--- config.mk ---
export PLATFORM = sky130hd
export DESIGN_NAME = prog_loader
export DESIGN_NICKNAME = d
export VERILOG_FILES = /design/src/rtl/prog_loader.sv
export SDC_FILE = /design/constraint.sdc
export NUM_CORES = 1
export LEC_CHECK = 0
export ABC_AREA = 1
export CAP_MARGIN = 15
export CELL_PAD_IN_SITES_DETAIL_PLACEMENT = 1
export CELL_PAD_IN_SITES_GLOBAL_PLACEMENT = 1
export CORE_ASPECT_RATIO = 0.75
export CORE_MARGIN = 5
export CORE_UTILIZATION = 40
export CTS_BUF_LIST = sky130_fd_sc_hd__clkbuf_8
export DETAILED_ROUTE_END_ITERATION = 8
export PLACE_DENSITY_LB_ADDON = 0.12
export SYNTH_ARGS = -nofsm -noshare
export SYNTH_HDL_FRONTEND = slang
export SYNTH_SLANG_ARGS = --single-unit
export TNS_END_PERCENT = 50
--- constraint.sdc ---
create_clock -name clock -period 7.6 [get_ports clock]
set_input_delay 1.14 -clock clock [delete_from_list [all_inputs] [get_ports clock]]
set_output_delay 1.14 -clock clock [all_outputs]
set_load 0.05 [all_outputs]
--- src/rtl/prog_loader.sv ---
// prog_loader: boot loader that turns a little-endian byte stream into 32-bit setup writes and holds the core until done.
// Define PROG_LOADER_CHECKSUM_EN to require and verify a trailing 32-bit sum of the data words.
module prog_loader #(
   parameter logic [31:0] BASE_ADDR = 32'h0000_0000,
   parameter int unsigned MAX_WORDS = 4096
) (
   input  logic        clock,
   input  logic        reset,
   input  logic        start,
   input  logic        byte_valid,
   input  logic [7:0]  byte_data,
   output logic        byte_ready,
   output logic        setup_write,
   output logic [31:0] setup_address,
   output logic [31:0] setup_data_in,
   output logic        core_hold,
   output logic        busy,
   output logic        done,
   output logic        error
);
`ifdef PROG_LOADER_CHECKSUM_EN
   typedef enum logic [2:0] {IDLE, LEN, DATA, WRITE, CSUM, DONE, ERROR} state_t;
   localparam state_t TAIL = CSUM;
   logic [31:0] acc_q, acc_d;
`else
   typedef enum logic [2:0] {IDLE, LEN, DATA, WRITE, DONE, ERROR} state_t;
   localparam state_t TAIL = DONE;
`endif
   state_t      state_q, state_d;
   logic [1:0]  cnt_q, cnt_d;
   logic [31:0] sh_q, sh_d, n_q, n_d, idx_q, idx_d, addr_q, addr_d, data_q, data_d;
   logic        done_q, done_d, error_q, error_d, hold_q, hold_d, busy_q, busy_d;
   logic        ready_q, ready_d, write_q, write_d, take, last;

   always_comb begin
      state_d = state_q;
      cnt_d   = cnt_q;
      sh_d    = sh_q;
      n_d     = n_q;
      idx_d   = idx_q;
      addr_d  = addr_q;
      data_d  = data_q;
      done_d  = done_q;
      error_d = error_q;
      hold_d  = hold_q;
      busy_d  = busy_q;
`ifdef PROG_LOADER_CHECKSUM_EN
      acc_d   = acc_q;
`endif
      take = byte_valid && ready_q;
      last = take && cnt_q == 2'd3;
      // bytes arrive LSB first, so shifting in from the top leaves the word in place after four bytes
      if (take) begin
         sh_d  = {byte_data, sh_q[31:8]};
         cnt_d = cnt_q + 2'd1;
      end
      case (state_q)
         IDLE, DONE, ERROR: if (start) begin
            state_d = LEN;
            done_d  = 1'b0;
            error_d = 1'b0;
            hold_d  = 1'b1;
            busy_d  = 1'b1;
            cnt_d   = 2'd0;
            idx_d   = 32'd0;
`ifdef PROG_LOADER_CHECKSUM_EN
            acc_d   = 32'd0;
`endif
         end
         LEN: if (last) begin
            n_d     = sh_d;
            state_d = sh_d > 32'(MAX_WORDS) ? ERROR : sh_d == 32'd0 ? TAIL : DATA;
         end
         DATA: if (last) begin
            state_d = WRITE;
            addr_d  = BASE_ADDR + {idx_q[29:0], 2'b00};
            data_d  = sh_d;
         end
         WRITE: begin
            idx_d   = idx_q + 32'd1;
            state_d = idx_d < n_q ? DATA : TAIL;
`ifdef PROG_LOADER_CHECKSUM_EN
            acc_d   = acc_q + data_q;
`endif
         end
`ifdef PROG_LOADER_CHECKSUM_EN
         CSUM: if (last) state_d = sh_d == acc_q ? DONE : ERROR;
`endif
         default: ;
      endcase
      if (state_d == DONE && state_q != DONE) begin
         done_d = 1'b1;
         hold_d = 1'b0;
         busy_d = 1'b0;
      end
      if (state_d == ERROR && state_q != ERROR) begin
         error_d = 1'b1;
         busy_d  = 1'b0;
      end
`ifdef PROG_LOADER_CHECKSUM_EN
      ready_d = state_d == LEN || state_d == DATA || state_d == CSUM;
`else
      ready_d = state_d == LEN || state_d == DATA;
`endif
      write_d = state_d == WRITE;
   end

   always_ff @(posedge clock or negedge reset) begin
      if (!reset) begin
         state_q <= IDLE;
         cnt_q   <= 2'd0;
         sh_q    <= 32'd0;
         n_q     <= 32'd0;
         idx_q   <= 32'd0;
         addr_q  <= 32'd0;
         data_q  <= 32'd0;
         done_q  <= 1'b0;
         error_q <= 1'b0;
         hold_q  <= 1'b1;
         busy_q  <= 1'b0;
         ready_q <= 1'b0;
         write_q <= 1'b0;
`ifdef PROG_LOADER_CHECKSUM_EN
         acc_q   <= 32'd0;
`endif
      end else begin
         state_q <= state_d;
         cnt_q   <= cnt_d;
         sh_q    <= sh_d;
         n_q     <= n_d;
         idx_q   <= idx_d;
         addr_q  <= addr_d;
         data_q  <= data_d;
         done_q  <= done_d;
         error_q <= error_d;
         hold_q  <= hold_d;
         busy_q  <= busy_d;
         ready_q <= ready_d;
         write_q <= write_d;
`ifdef PROG_LOADER_CHECKSUM_EN
         acc_q   <= acc_d;
`endif
      end
   end

   assign byte_ready    = ready_q;
   assign setup_write   = write_q;
   assign setup_address = addr_q;
   assign setup_data_in = data_q;
   assign core_hold     = hold_q;
   assign busy          = busy_q;
   assign done          = done_q;
   assign error         = error_q;
endmodule
-- After elaboration in Yosys (flattened, before gate mapping)
Cells that the tools add are included.
- $add $sub $neg: 2
- $lt $le $gt $ge: 2
- equal/unequal tests: 14
- muxes and demuxes: 21
- reduce and logical (&&, ||, !) cells: 21
- operators by type and width (kind ; count):
    two-way mux 32 bit ; 2
    case mux 32 bit (2 select lines) ; 1
    adder 32 x 1 -> 32 bit (second input constant) ; 1
    > comparator 32 x 13 -> 1 bit (second input constant) ; 1
    zero test 32 bit ; 1
    < comparator 32 bit ; 1
    two-way mux 3 bit ; 6
    equality test 3 x 2 -> 1 bit (second input constant) ; 4
    equality test 3 bit (second input constant) ; 4
    case mux 3 bit (4 select lines) ; 1
    AND reduction 2 bit ; 6
    nonzero test 2 bit ; 5
    two-way mux 1 bit ; 8
    equality test 3 x 1 -> 1 bit (second input constant) ; 2
    two-way mux 2 bit ; 3
    != test 3 bit (second input constant) ; 2
    nonzero test 3 bit ; 2
    logical AND 1 bit ; 4
    zero test 3 bit ; 1
    OR reduction 3 bit ; 1
    adder 2 x 1 -> 2 bit (second input constant) ; 1
    equality test 2 bit (second input constant) ; 1
    != test 2 bit (second input constant) ; 1
    logical OR 1 bit ; 1
- register bits after elaboration: 169
- output and inout bits: 70
- word-level logic and storage cells: 73

-- Longest topological paths before layout
Gate-level depths: netlist of the first run.
- depth after elaboration: 11
- mapped depth: 27
- mapped depth without buffers: 27

-- Worst setup path after synthesis of the first run
Ideal clock, no wire load.
- kind: flip-flop to flip-flop
- start point: reg idx_q[0]
- end point: reg busy_q (netlist: busy)
- library setup time: 0.119 ns
- arrival: 2.922 ns
- setup slack: 4.560 ns
- cell stages (with the launch flop): 22
- path through: dfrtp_1 > ha_1 > nand2_1 > nor2_1 > nand4_1 > nor4_2 > nand2_1 > inv_1 > nand4_1 > xor2_1 > ha_1 > nand2_1 > nor2_1 > nand4_1 > nor3_1 > nand2_1 > nand3_1 > nand3_1 > nor2_4 > nand2_2 > nand2_2 > nor2_2
- longest elaborated chain between the ends: 8
- elaborated cells between the ends (all ways): 13
- classes of those cells: add/sub (1); order compare (1); eq/ne (2); mux (4); reduce/logical (5)
- RTL lines (item ; RTL line ; RTL):
    start: declaration ; 31 ; logic [31:0] sh_q, sh_d, n_q, n_d, idx_q, idx_d, addr_q, addr_d, data_q, data_d;
    start signal: assignment ; 131 ; idx_q <= idx_d;
    adder 32 x 1 -> 32 bit (*) ; 80 ; idx_d = idx_q + 32'd1;
    < comparator 32 bit (*) ; 81 ; state_d = idx_d < n_q ? DATA : TAIL;
    two-way mux 3 bit (*) ; 81 ;
    case mux 3 bit (4 select lines) (*) ; 57 ; case (state_q)
    via state_d[1] ; 29 ; state_t state_q, state_d;
    equality test 3 bit (on tied branches) ; 91, 96 ;
    logical AND 1 bit (on tied branches) ; 91, 96 ;
    nonzero test 3 bit (no line) or two-way mux 1 bit (tied branches) ; -- ;
    AND reduction 2 bit (no line) or two-way mux 1 bit (tied branches) ; -- ;
    end signal: assignment ; 137 ; busy_q <= busy_d;
    end: declaration ; 32 ; logic done_q, done_d, error_q, error_d, hold_q, hold_d, busy_q, busy_d;
The timed path passes the listed nets; every way through them passes the cells marked *.
A chain may end at the register's enable or synchronous reset.

-- Final worst setup path of the first run
- start point: in byte_valid
- end point: reg busy_q (netlist: busy)
- longest elaborated chain between the ends: 11
- elaborated cells between the ends (all ways): 19
- classes of those cells: order compare (1); eq/ne (2); mux (8); reduce/logical (8)
- RTL lines (item ; RTL line ; RTL):
    start: declaration ; 10 ; input logic byte_valid,
    logical AND 1 bit (*) ; 50 ; take = byte_valid && ready_q;
    branches (longest 5 deep; another with > comparator 32 x 13 -> 1 bit) ; -- ;
    case mux 3 bit (4 select lines) (*) ; 57 ;
    via state_d[1] ; 29 ;
    equality test 3 bit (on tied branches) ; 91, 96 ;
    logical AND 1 bit (on tied branches) ; 91, 96 ;
    nonzero test 3 bit (no line) or two-way mux 1 bit (tied branches) ; -- ;
    AND reduction 2 bit (no line) or two-way mux 1 bit (tied branches) ; -- ;
Mark *: on every way through the listed nets, which the timed path passes.

==> results of run 1 <==
## registers in the layout (all words and copies together) (netlist names)
register / flops
setup_data_in: 32
error: 1
idx_q: 32
cnt_q: 2
busy: 1
n_q: 32
sh_q: 32
setup_write: 1
state_q: 3
setup_address: 30
done: 1
core_hold: 1
byte_ready: 1
## placed cells by master, fill, tap and decap left out, drive strengths merged, types with 3 or more instances in the layout
cell and instances:
a21oi 15, a31oi 14, clkbuf 18, clkdlybuf4s50 78
clkinv 6, clkinvlp 3, dfrtp 168, ha 33
inv 154, nand2 256, nand3 34, nand4 9
nor2 77, nor3 16, nor4 6, o21ai 121
o22ai 18, or2 4, xor2 19
## power groups by stage
stage | Combinational [W] | Sequential (W) | Clock [W]
6_report | 0.0000320 | 0.000899 | 0.000612
5_1_grt | 0.0000367 | 0.000900 | 0.000672
4_1_cts | 0.0000339 | 0.000900 | 0.000631
3_5_place_dp | 0.0000339 | 0.000917 | 0
3_3_place_gp | 0.0000333 | 0.000917 | 0
2_1_floorplan | 0.00000553 | 0.000920 | 0
## final cells by class
type	instances	area, um2
clock buffers	18	248
well taps	258	323
inverters	149	559
multi-input cells	628	3310
repair buffers	80	800
clock inverters	14	113
fillers	2423	10700
flip-flops and latches	169	4230
## kinds of logic after synthesis
kind of cell | share of synthesized area, %
AO/OA/AOI/OAI | 11.6
XOR/XNOR | 2.01
adder cells (fa/ha/maj) | 5.00
buffers and inverters | 8.98
flip-flops | 51.2
other | 0.0454
AND/OR/NAND/NOR | 21.2
## stage by stage
step	power (W)	instance area [um2]	cells	worst slack (ns)
after floorplan	0.000925	8270	980	4.56
after CTS	0.00156	9580	1316	2.69
final	0.00154	9580	1316	2.73
after detailed placement	0.000951	9220	1284	2.16
after global routing	0.00161	9580	1316	2.30
after global placement	0.000951	9220	1284	2.38
## worst register-to-register path: stages, from the launching register on
cell	delay, ns
dfrtp_1	0.51
ha_1	0.28
nand2_1	0.09
nor2_1	0.22
nand4_1	0.25
nor4_2	0.44
nand2_1	0.14
inv_1	0.13
nand4_1	0.11
xor2_1	0.19
ha_1	0.28
nand2_1	0.05
nor2_1	0.14
nand4_1	0.18
nor3_1	0.23
nand2_1	0.11
nand3_1	0.10
nand3_1	0.19
nor2_4	0.17
nand2_2	0.09
nand2_2	0.06
nor2_2	0.03
## path summary, 6_finish.rpt
| check | end | slack [ns] | depth (start not counted) |
|---|---|---|---|
| worst max register to register | busy | 3.52 | 21 |
| min in group asynchronous | setup_data_in[30] | 0.76 | 1 |
| worst max-delay path | busy | 2.73 | 13 |
| worst min-delay path | setup_address[8] | 0.49 | 2 |
| max in group asynchronous | idx_q[2] | 5.33 | 2 |
| worst min register to register | setup_address[8] | 0.49 | 2 |
## per-layer routing
| layer | track usage, % | up-vias |
|---|---|---|
| met1 | 27.6 | 3199 |
| li1 | - | 3235 |
| met4 | 4.29 | 0 |
| met3 | 3.58 | 15 |
| met2 | 30.3 | 79 |
| met5 | 0 | - |
==> impl_metrics.json, run 1 <==
{
  "path_buf_inv": 4,
  "yosysSeqAreaShare_pct": 51.2,
  "startpoint": "byte_valid",
  "grt_usage_pct": 19.1,
  "cap_viol_max_count": 0,
  "top_layer": "met4",
  "grt-ovfl-total": 0,
  "synth_top_area_cell": "dfrtp_1",
  "hp-class": "reg -> reg",
  "cp.required_ns": 7.98,
  "crit_path_cell_trace": "clkdlybuf4s50_1, nand2_8, inv_1, nand2_1, inv_1, nand2_1, clkinv_1, nand4_1, nand3_1, nor2_4, nand2_2, nand2_2, nor2_2",
  "numPortBuffers": 79,
  "met1_length_mm": 10.9,
  "power_density_nw_per_um2": 161,
  "path_class": "in -> reg",
  "die_x_um": 176,
  "drt-pass1-iter-count": 4,
  "wl_met2_mm": 9.73,
  "vias": 6528,
  "finalCoreUtilization_pct": 47.3,
  "yosysMostFrequentCell": "nand2_1",
  "p_seq_share_pct": 58.3,
  "htreeDepth": 4,
  "grt_pass1_vias": 6881,
  "numClockSinks": 169,
  "avgSynthCellArea_um2": 8.44,
  "hold_viol": 0,
  "clock_latency_ns": 0.48,
  "pwr-share-clk_pct": 39.6,
  "synth_edf_count": 0,
  "drc": 0,
  "via_per_inst": 4.96,
  "finalSetupViolations": 0,
  "synth_commonest_cells": "nand2_1, dfrtp_1, inv_1",
  "combPwrFrac_pct": 2.1,
  "synth-main-ff-cell": "dfrtp_1",
  "place.gp.congestion": 0.792,
  "synth_cells": 979,
  "antennaDiodeCount": 0,
  "async_flop_share_pct": 100,
  "slew_headroom_pct": 29.2,
  "nets": 1090,
  "p_int_w": 0.00115,
  "clock.fmax_mhz": 205,
  "synth.area.top_cells": "dfrtp_1, nand2_1, inv_1",
  "yosysTopAreaCellShare_pct": 50.9,
  "ys_types": 36,
  "yosys_register_bits": 169,
  "worstPathArrival_ns": 5.25,
  "status": "finished clean",
  "hold_ws_ns": 0.489,
  "core.rowCount": 45,
  "post-cts-setup-buffers": 0,
  "yosys_warnings": 0,
  "routed-wl-met3_um": 638,
  "hp-start": "setup_address[8]",
  "path_max_fanout": 54,
  "worst_pin_slew_ns": 1.06,
  "fin_crit_sh_pct": 64.0,
  "start_util_pct": 40.8,
  "rr_startpoint": "idx_q[0]",
  "grt_max_degree": 104,
  "drive_gt1_share_pct": 8.51,
  "cts_root_buffer": "clkbuf_8",
  "hpwl_mm": 15.5,
  "power_leakage_nw": 5.08,
  "clock_path_buffers": 2,
  "grt_pass1_wl_mm": 35.9,
  "cts-buffers-inserted": 17,
  "syn2layout_area_growth_pct": 15.9,
  "rsz0062_at_grt": "no",
  "cts_tree": "built",
  "dieHeight_um": 134,
  "swShare_pct": 25.7,
  "finalWirelength_mm": 21.4,
  "start_kind": "primary input",
  "peakVddDrop_mv": 0.0701,
  "core_um2": 20300,
  "slew_viol_final": 0,
  "finalSetupTns_ns": 0,
  "drt_iter0_markers": 326,
  "layout_min_cycle_time_ns": 4.87,
  "cpLargestDelayFamily": "simple AND/OR/NAND/NOR gates",
  "clk_pin_slew_ns": 0.10,
  "cpPeakStageDelay_ns": 0.87,
  "postCtsResizedCells": 0,
  "skew_ns": 0.0155,
  "synth_area_um2": 8270,
  "io_pins": 82,
  "postCtsHoldBufs": 0,
  "post_drt_wl_per_cell_um": 16.3,
  "switching_power_w": 0.000396,
  "dieArea_um2": 23700,
  "endpoint_kind": "register",
  "cp_slowest_cell": "clkinv_1",
  "antenna_found_initial": 0,
  "ant_nets": 0
}
No activity file was read; power rests on OpenSTA's default activity.
==> run 2, diff against run 1 <==
==> constraint.sdc (replaced) <==
create_clock -name clock -period 4.3 [get_ports clock]
set_input_delay 0.645 -clock clock [delete_from_list [all_inputs] [get_ports clock]]
set_output_delay 0.645 -clock clock [all_outputs]
set_load 0.05 [all_outputs]
==> impl_metrics.json, run 2 (synthesized netlist as in run 1, its figures left out) <==
{
  "power_density_nw_per_um2": 298,
  "antenna_found_initial": 0,
  "grt_pass1_wl_mm": 37.5,
  "path_max_fanout": 6,
  "nets": 1097,
  "ant_nets": 0,
  "antennaDiodeCount": 0,
  "syn2layout_area_growth_pct": 17.4,
  "io_pins": 82,
  "top_layer": "met4",
  "clk_pin_slew_ns": 0.10,
  "reg2reg_slack_ns": 0.51,
  "drc": 0,
  "post_drt_wl_per_cell_um": 16.8,
  "endpoint_kind": "register",
  "fillCellCount": 2408,
  "grt_max_degree": 101,
  "power_leakage_nw": 5.16,
  "grt_usage_pct": 19.8,
  "grt_pass1_vias": 6904,
  "hold_viol": 0,
  "rr_startpoint": "idx_q[0]",
  "dp_slack_ns": 0.581,
  "r2r_end": "busy",
  "core.rowCount": 45,
  "cts_tree": "built",
  "worstRegToRegCells": 21,
  "place.gp.congestion": 0.839,
  "path_class": "reg -> reg",
  "cp.required_ns": 4.68,
  "crit_path_cell_trace": "ha_1, nand2_1, nor2_1, nand4_1, nor4_2, nand2_1, inv_1, nand4_1, xor2_1, ha_1, nand2_1, nor2_1, nand4_1, nor3_1, nand2_1, nand3_1, nand3_1, nor2_4, nand2_2, nand2_2, nor2_2",
  "cts_root_buffer": "clkbuf_8",
  "slew_viol_final": 0,
  "drt-pass1-iter-count": 5,
  "cp_slowest_cell": "dfrtp_1",
  "rsz0062_at_grt": "no",
  "layout_min_cycle_time_ns": 3.79,
  "met1_length_mm": 11.3,
  "start_kind": "register",
  "status": "finished clean",
  "numPortBuffers": 79,
  "skew_ns": 0.0162,
  "hp-class": "in -> async",
  "layout_common_cells": "nand2_1, dfrtp_1, inv_1",
  "routed-wl-met3_um": 594,
  "peakVddDrop_mv": 0.124,
  "finalSetupViolations": 0,
  "die_x_um": 176,
  "start_util_pct": 40.8,
  "startpoint": "idx_q[0]",
  "post-cts-setup-buffers": 0,
  "clock.fmax_mhz": 264,
  "htreeDepth": 4,
  "hpwl_mm": 16.4,
  "finalCoreUtilization_pct": 47.9,
  "dieHeight_um": 134,
  "fin_crit_sh_pct": 88.2,
  "numClockSinks": 169,
  "vias": 6552,
  "cap_viol_max_count": 0,
  "layout_setup_ws_ns": 0.508,
  "drt_iter0_markers": 356,
  "cts-buffers-inserted": 17,
  "postCtsHoldBufs": 0,
  "clock_path_buffers": 2,
  "dieArea_um2": 23700,
  "wl_met2_mm": 10.1,
  "cpPeakStageDelay_ns": 0.44,
  "worst_pin_slew_ns": 0.955,
  "finalWirelength_mm": 22.2,
  "drive_gt1_share_pct": 9.01,
  "crit_top_cell": "nand2_1",
  "worstPathArrival_ns": 4.17,
  "postCtsResizedCells": 0,
  "via_per_inst": 4.95,
  "clock_latency_ns": 0.48,
  "final_common_cell": "nand2_1",
  "finalSetupTns_ns": 0,
  "slew_headroom_pct": 36.3,
  "grt-ovfl-total": 0,
  "core_um2": 20300
}
run 2: cell count changes in the layout (fill, tap and decap cells not counted):
cell	delta
nor2_1	+1
clkinvlp_4	-2
clkbuf_8	-1
nor2_2	-1
bufinv_16	+3
buf_12	+1
inv_6	-1
inv_8	+1
buf_4	+6
run 2: worst max-delay path by stage:
stage	endpoint
floorplan	busy
global placement	busy
detailed placement	busy
CTS	busy
global route	busy
finish	busy
run 2: through the flow:
stage	area [um2]	std cells	hold slack, ns	power [W]
global route	9710	1323	0.346	0.00301
floorplan	8270	980	0.349	0.00163
global placement	9280	1291	0.467	0.00168
detailed placement	9280	1291	0.473	0.00168
finish	9710	1323	0.279	0.00289
CTS	9710	1323	0.305	0.00293
run 2: power by group:
group,switching [W],leakage (nW),total (W),internal (W)
combinational,0.0000460,2.93,0.0000595,0.0000136
clock,0.000652,0.217,0.00124,0.000589
sequential,0.000000636,2.02,0.00159,0.00159
total,0.000699,5.16,0.00289,0.00219
run 2: layout make-up:
class	count	area [um2]	area share [%]
repair buffers	87	865	8.91
inverters	149	559	5.76
clock buffers	17	234	2.41
well taps	258	323	3.33
flip-flops and latches	169	4230	43.6
multi-input cells	628	3300	34.0
clock inverters	15	190	1.96
run 2: critical path, delay by kind of cell, from the launching register on:
family / cells / cell delay [ns]
xor gates and xnor gates: 1 / 0.19
adders and majority gates: 2 / 0.52
buffers and inverters: 1 / 0.14
DFF: 1 / 0.44
and+or+nand+nor: 17 / 2.42
run 2: metal layers:
layer / vias up / track usage (%)
met5: - / 0
met4: 0 / 3.85
met3: 15 / 3.67
met2: 81 / 31.2
met1: 3200 / 28.8
li1: 3256 / -
==> run 3, diff against run 2 <==
--- a/config.mk
+++ b/config.mk
@@ -14,6 +14,7 @@
 export CORE_UTILIZATION = 40
 export CTS_BUF_LIST = sky130_fd_sc_hd__clkbuf_8
 export DETAILED_ROUTE_END_ITERATION = 8
+export HOLD_SLACK_MARGIN = 0.1
 export PLACE_DENSITY_LB_ADDON = 0.12
 export SYNTH_ARGS = -nofsm -noshare
 export SYNTH_HDL_FRONTEND = slang
==> results of run 3 <==
The final DEF is identical to that of run 2; final timing and power are the same.
==> RTL change (flow settings as in run 2) <==
Re-encode `state_t` (6 states) as one-hot, 6 bits wide.
--- a/src/rtl/prog_loader.sv
+++ b/src/rtl/prog_loader.sv
@@ -24,5 +24,5 @@
    logic [31:0] acc_q, acc_d;
 `else
-   typedef enum logic [2:0] {IDLE, LEN, DATA, WRITE, DONE, ERROR} state_t;
+   typedef enum logic [5:0] {IDLE = 6'b000001, LEN = 6'b000010, DATA = 6'b000100, WRITE = 6'b001000, DONE = 6'b010000, ERROR = 6'b100000} state_t;
    localparam state_t TAIL = DONE;
 `endif
Function: same outputs for any inputs over 4 cycles, from zero or initial values and one cycle with reset low; so few cycles prove little.
==> RTL change against run 2 <==
Die area increased by 2.6%; fmax increased by 6.6%; area after synthesis is 2.8% higher; sequential cell count up 3; global-route usage grew 0.95 points; routed wire length rose by 8.8%; worst setup slack improved by 230 ps; total power decreased by 1.9%; design area increased by 2.2%.
==> RTL change: results (changes against run 2) <==
Slowest cell on crit path nor3_1; sequential power share 0.574 (+0.024); Post-Synth Adder-Cell Area 0.04862 (-0.001339); Max rail drop VDD 0.1485 mV (+20%); outcome finished clean; gr usage total 0.2073 (+0.009463); Synth Area in Compound Gates 0.1124 (-0.003248); setup slack, reg-to-reg 740 ps (+230 ps); Detail Placement HPWL 17,960 um (+9.6%); clock skew 17.01 ps (+0.7829 ps); Pint 2.133 mW (-2.7%); post-synthesis sequential area ratio 0.5071 (-0.004736); layout cells sized above 1 0.05398 (-0.03616); Vias/cell 4.955 (about the same); top cells by count, synth nand2_1 (282), inv_1 (177), dfrtp_1 (170), o21ai_0 (94), nor2_1 (59); period utilisation layout 0.8272 (-0.05462); placed cells 1,386 (+7.4%); Worst-Margin Slew 937.1 ps (-18.06 ps); R2R cell count 18 (-14%); xor and xnor area share after synthesis 0.02372 (+0.003585); largest net degree at the start of global routing 95 (-5.9%); dpl cell area 9538 um^2 (+2.8%); Hold Slack 245.5 ps (-33.47 ps); CP Max Fanout 5 (-1); clock network fraction of total power 0.399 (-0.030); Net count, final 1,162 (+5.9%); switching power total 0.7014 mW (+0.37%); Ant. Diodes 0 (unchanged); first-pass GRT wire length 39,140 um (+4.5%); DR WL/cell 17.01 um (+1.5%); Static Leak 5.444 nW (+5.5%); critical path arrival 3970 ps (-200 ps); Synth area leaders dfrtp_1 (50%), nand2_1 (12%), inv_1 (7.8%), o21ai_0 (5.5%), ha_1 (4.9%); Detailed Route Iter0 Violations 458 (+29%); routed via count 7,026 (+7.2%); Synth cell types 35 (-2.8%); vias in the first global route 7,145 (+3.5%); Post-Synthesis Cells 1,046 (+6.8%); setup slack after placement 804.1 ps (+222.9 ps)
## RTL change: cell types whose count changed in the layout (fill, tap and decap cells not counted), sizes merged, moves of 3 or more
cell and change:
o211ai +3, inv +29, nor2 -17, a31oi -14
nand3 -3, o21ai +14, nor3 +5, nand2 +28
xor2 +4, nand4 +3, o22ai +3
## RTL change: final cells by class
class	instances	area [um^2]	area share
clock buffer	19	261.5	0.02637
clock inverter	13	117.6	0.01186
inverter	181	680.7	0.06863
multi-input combinational	657	3318	0.3346
sequential	172	4307	0.4343
tap	288	360.3	0.03634
timing repair buffer	88	872.1	0.08794
## RTL change: metal layers
| metal | track usage | share of wire |
|---|---|---|
| met1 | 0.3154 | 0.51 |
| met3 | 0.03837 | 0.039 |
| met4 | 0.04644 | 0.010 |
| met2 | 0.3079 | 0.44 |
| met5 | 0 | 0 |
